$ cat src/rtl/demux_dispatch_1x4.sv
// Sequencing controller for a 1x4 demultiplexer: accepts beats on one valid/ready
// input, picks a channel (round-robin or explicit), and holds each beat until it is taken.
module demux_dispatch_1x4 #(
  parameter int WIDTH = 8
) (
  input  logic               clk,
  input  logic               rst_n,
  input  logic               in_valid,
  output logic               in_ready,
  input  logic [WIDTH-1:0]   in_data,
  input  logic [1:0]         in_dest,
  input  logic               mode,
  input  logic [3:0]         ch_en,
  output logic [3:0]         y_valid,
  input  logic [3:0]         y_ready,
  output logic [4*WIDTH-1:0] y_data,
  output logic [1:0]         sel,
  output logic [15:0]        deliver_cnt
);

  typedef enum logic {IDLE, HOLD} state_t;

  state_t           state, state_nxt;
  logic [1:0]       ptr, ptr_eff, rr_pick, target;
  logic [WIDTH-1:0] data_q;
  logic             mode_q;
  logic             deliver, can_accept, accept;

  assign deliver = (state == HOLD) && y_ready[sel];

  // A same-cycle accept must see the pointer as it will be after this delivery,
  // otherwise back-to-back round-robin beats would land on the same channel.
  assign ptr_eff = (deliver && !mode_q) ? sel + 2'd1 : ptr;

  // NOTE: every always_comb output gets a default first so no path leaves it
  // unassigned, which would otherwise infer a latch.
  always_comb begin
    logic [1:0] idx;
    rr_pick = ptr_eff;
    idx     = ptr_eff;
    for (int i = 3; i >= 0; i--) begin
      idx = ptr_eff + 2'(i);
      if (ch_en[idx]) rr_pick = idx;
    end
  end

  assign target     = mode ? in_dest : rr_pick;
  assign can_accept = mode ? ch_en[in_dest] : (ch_en != 4'b0000);
  assign in_ready   = rst_n && can_accept && ((state == IDLE) || deliver);
  assign accept     = in_valid && in_ready;

  always_comb begin
    state_nxt = state;
    case (state)
      IDLE:    if (accept) state_nxt = HOLD;
      HOLD:    if (accept) state_nxt = HOLD;
               else if (deliver) state_nxt = IDLE;
      default: state_nxt = IDLE;
    endcase
  end

  // NOTE: sequential state uses non-blocking assignments so every flop samples
  // the pre-edge values regardless of statement order.
  always_ff @(posedge clk or negedge rst_n) begin
    if (!rst_n) state <= IDLE;
    else        state <= state_nxt;
  end

  always_ff @(posedge clk or negedge rst_n) begin
    if (!rst_n) begin
      data_q      <= '0;
      sel         <= 2'd0;
      mode_q      <= 1'b0;
      ptr         <= 2'd0;
      deliver_cnt <= 16'd0;
    end else begin
      if (accept) begin
        data_q <= in_data;
        sel    <= target;
        mode_q <= mode;
      end
      if (deliver) begin
        deliver_cnt <= deliver_cnt + 16'd1;
        if (!mode_q) ptr <= sel + 2'd1;
      end
    end
  end

  // Outputs decode only registered state, so they never glitch on input changes.
  always_comb begin
    y_valid = 4'b0000;
    y_data  = '0;
    if (state == HOLD) begin
      y_valid[sel]              = 1'b1;
      y_data[sel*WIDTH +: WIDTH] = data_q;
    end
  end

endmodule

$ cat config.mk
export PLATFORM = sky130hd
export DESIGN_NAME = demux_dispatch_1x4
export DESIGN_NICKNAME = d
export VERILOG_FILES = /design/src/rtl/demux_dispatch_1x4.sv
export SDC_FILE = /design/constraint.sdc
export NUM_CORES = 1
export LEC_CHECK = 0
export CORE_MARGIN = 5
export CORE_UTILIZATION = 45
export CTS_CLUSTER_DIAMETER = 40
export DETAILED_ROUTE_END_ITERATION = 12
export HOLD_SLACK_MARGIN = 0.1
export PLACE_DENSITY_LB_ADDON = 0.25
export SYNTH_ARGS = -nofsm -noshare
export SYNTH_HDL_FRONTEND = slang
export SYNTH_SLANG_ARGS = --single-unit
$ cat constraint.sdc
create_clock -name clk -period 3.3 [get_ports clk]
set_clock_uncertainty 0.2 [all_clocks]
set_input_delay 0.66 -clock clk [delete_from_list [all_inputs] [get_ports clk]]
set_output_delay 0.66 -clock clk [all_outputs]
set_load 0.01 [all_outputs]
==> summary.txt <==
=================================================================================================================
Result of the run ..................................................................................    completed
Via count ..........................................................................................         1612
Commonest non-fill, non-tap cell in the layout ..................................................... clkdlybuf4s50_1
Leading cell types in the layout, fill and taps excluded ........................................... clkdlybuf4s50_1, and2_1, dfrtp_1, buf_4, mux2_2
Int Pwr ............................................................................................     1.027 mW
RR Endpoint ........................................................................................       sel[0]
Data arrival time of the critical path .............................................................      2.33 ns
Area fraction in compound gates after synthesis ....................................................      0.06009
Fraction of layout instances using a drive strength above 1 ........................................       0.1808
Number of flops mapped to enable cells by yosys ....................................................            0
Total number of placement rows .....................................................................           23
Final count of negative-setup-slack endpoints ......................................................            0
Final HPWL DP ......................................................................................      3485 um
Overall global routing resource usage ..............................................................       0.1680
Minimum setup slack in the final design ............................................................    0.1136 ns
Slowest CP cell ....................................................................................       mux4_2
Number of distinct standard cells referenced by the synthesized netlist ............................           42
Total clock buffers created by CTS .................................................................            5
R2r startpoint .....................................................................................       sel[0]
Post-synthesis share of cell area spent on xor and xnor gates ......................................      0.07090
Async S/R FF share, synth ..........................................................................        1.000
Synth Instances ....................................................................................          177
Clk buf depth ......................................................................................            2
Flip-flop and latch count after synthesis ..........................................................           30
RSZ-0062 raised after global routing ...............................................................           no
CTS hold repair buffers ............................................................................            0
ANT cells ..........................................................................................            0
Routed wire per std cell ...........................................................................     13.88 um
Placeable core area ................................................................................    4000 um^2
Number of global-route vias before repair ..........................................................         1494
Worst Setup SP .....................................................................................   y_ready[3]
Filler cell count in the final layout ..............................................................          314
Vias per cell ......................................................................................        5.022
TritonCTS Sinks ....................................................................................           30
Instance count after placement with tap cells included .............................................          311
DRC violations left ................................................................................            0
Multiplexer area fraction after synthesis ..........................................................       0.1087
Initial Util .......................................................................................       0.4632
Syn nets ...........................................................................................          205
Count of port buffers added during placement .......................................................           76
Part of the total power dissipated in the clock network ............................................        0.194
Net count reported at finish .......................................................................          298
Largest delay contributor family on the critical path .............................................. buffers and inverters
Power per cell area ................................................................................ 550.8 nW/um^2
Final core occ .....................................................................................       0.7113
Number of hold violations in the final report ......................................................            0
Minimum setup slack among reg-to-reg paths .........................................................      0.79 ns
Number of pins exceeding their max-slew limit in the final report ..................................            0
Logic gate share of total power ....................................................................        0.435
Clock transition time at the flip-flop clock pins of the worst setup and hold paths ................      0.06 ns
Maximum vdd ir drop ................................................................................  0.0004254 V
Synthesis warning total ............................................................................            0
CTS tree ...........................................................................................          yes
Routed Antenna Nets ................................................................................            0
Clock Tree Root ....................................................................................     clkbuf_8
Placer Congestion ..................................................................................       0.7580
Flop pwr share .....................................................................................        0.372
Max transition margin ..............................................................................       0.6704
Wire length of the first global-routing pass .......................................................      7072 um
Post-Synth Simple-Gate Area ........................................................................       0.2856
Type of the worst setup path .......................................................................    in -> out
Post-layout min period .............................................................................     3.186 ns
Non-filler instance count after layout .............................................................          321
Class of the tightest hold or removal check ........................................................   reg -> reg
Fin Setup TNS ......................................................................................         0 ns
Main flop type after synthesis .....................................................................      dfrtp_1
Worst Tran Pin Value ...............................................................................    0.4807 ns
Drt first-iter violations ..........................................................................           24
Insertion delay of the later-clocked pin in the worst-skew pair ....................................      0.28 ns
Total gr overflow ..................................................................................            0
Last element of the critical path ..................................................................     in_ready
Startpoint types ...................................................................................    input pin
Horizontal die dimension ...........................................................................     74.17 um
WHS ................................................................................................    0.2895 ns
Sw Pwr .............................................................................................    0.5399 mW
Die Area ...........................................................................................    5501 um^2
Worst-case setup slack after placement .............................................................  -0.09216 ns
Maximum cell stage delay along the critical path ...................................................      0.49 ns
Layout overhead on the synthesized area ............................................................       53.54%
Combinational family with the most area after synthesis ............................................ simple AND/OR/NAND/NOR gates
Number of antenna violations at the first check in global routing ..................................            0
Arithmetic-cell share of the synthesized area counting full adders, half adders and majority gates .      0.04051
WP depth ...........................................................................................            6
Peak fanout along the critical path ................................................................            2
Switching share of power ...........................................................................       0.3444
Count of H-tree levels built during CTS ............................................................            2
Drt total wl .......................................................................................      4455 um
Number of buffer and inverter stages on the critical path ..........................................            2
Max-cap check violation count ......................................................................            0
Part of the cycle the worst path needs .............................................................       0.9656
Logic depth of the worst register-to-register path .................................................            8
Critical Path, Cell by Cell ........................................................................ clkdlybuf4s50_1, mux4_2, nand2b_1, o41a_1, and2_1, dlygate4sd2_1
Number of primary I/O pins .........................................................................           77
Pin count of the biggest net entering global routing ...............................................           32
Fraction of the yosys area taken by sequential cells ...............................................       0.4051
Crit. End Element ..................................................................................   output pin
Die span in y ......................................................................................     74.17 um
Maximum achievable frequency .......................................................................    313.8 MHz
Total standard cell area after synthesis ...........................................................    1853 um^2
Post-synthesis average cell area ...................................................................   10.47 um^2
Required time of the worst setup path ..............................................................      2.44 ns
Leak Pwr ...........................................................................................     1.244 nW
DR pass1 iterations ................................................................................            6
=================================================================================================================
## what timing repair did
action                                  4_1_cts  5_1_grt
gates resized for setup                       3        2
endpoints found under the setup margin       17       24
setup buffers                                 0        2
## sequential cells by signal (all words and copies together) (netlist names)
name	flops
sel	2
state	1
ptr	2
deliver_cnt	16
data_q	8
mode_q	1
## synthesized netlist by cell type, types with 2 or more instances
library cell   n  share of area
mux2i_1        4          0.022
nor2_1         9          0.018
and4_1         2         0.0095
nand2_1       10          0.020
xor2_1         6          0.028
dfrtp_1       30           0.41
nand3_1        4          0.011
nand2b_1       4          0.014
nor3_1         2         0.0054
and3_1         5          0.017
and2_1        34           0.11
nand4_1        2         0.0068
o21ai_0        3         0.0081
nor2b_1        2         0.0068
and2_2         5          0.020
xnor2_1        9          0.043
a21boi_0       3          0.012
mux2_2        11          0.067
inv_1          4         0.0081
ha_1           6          0.041
## layout make-up
| type | count | area (um^2) | share of cell area |
|---|---|---|---|
| multi-input combinational | 139 | 1056 | 0.3712 |
| timing repair buffer | 90 | 864.6 | 0.3039 |
| sequential | 30 | 752.0 | 0.2643 |
| clock buffer | 6 | 82.58 | 0.02902 |
| tap | 50 | 62.56 | 0.02199 |
| inverter | 4 | 15.01 | 0.005277 |
| clock inverter | 2 | 12.51 | 0.004398 |
## per-layer routing
metal	track usage	wire length [um]	up-vias
met4	0.07847	100	0
met3	0.03784	382	9
met5	0	0	-
li1	-	-	797
met2	0.2835	2092	62
met1	0.2034	1879	744
## power groups by stage
stage / sequential, mW / clock, mW / combinational (mW)
after detailed placement: 0.589 / 0 / 0.655
after floorplan: 0.582 / 0 / 0.374
after global routing: 0.601 / 0.334 / 0.745
after global placement: 0.582 / 0 / 0.641
after CTS: 0.587 / 0.314 / 0.662
final: 0.583 / 0.303 / 0.681
## through the flow
| stage | power [mW] | area [um^2] |
|---|---|---|
| floorplan | 0.9560 | 1853 |
| global route | 1.681 | 2845 |
| finish | 1.567 | 2845 |
| detailed placement | 1.244 | 2728 |
| CTS | 1.562 | 2829 |
| global placement | 1.224 | 2728 |
## logic make-up after synthesis
kind of cell | after synthesis
adders and majority gates | 6
xor gates and xnor gates | 15
buffers and inverters | 8
muxes | 17
DFF | 30
and+or+nand+nor | 88
AOI/OAI and AO/OA | 13
## worst min path at each step
stage / start / to / slack [ns] / depth (start not counted)
floorplan: rst_n / data_q[0] / 0.16 / 0
global placement: deliver_cnt[15] / deliver_cnt[15] / 0.26 / 1
detailed placement: deliver_cnt[13] / deliver_cnt[13] / 0.29 / 1
CTS: deliver_cnt[15] / deliver_cnt[15] / 0.30 / 1
global route: deliver_cnt[13] / deliver_cnt[13] / 0.33 / 1
finish: deliver_cnt[15] / deliver_cnt[15] / 0.29 / 1
Power figures use the tool's default switching activity.
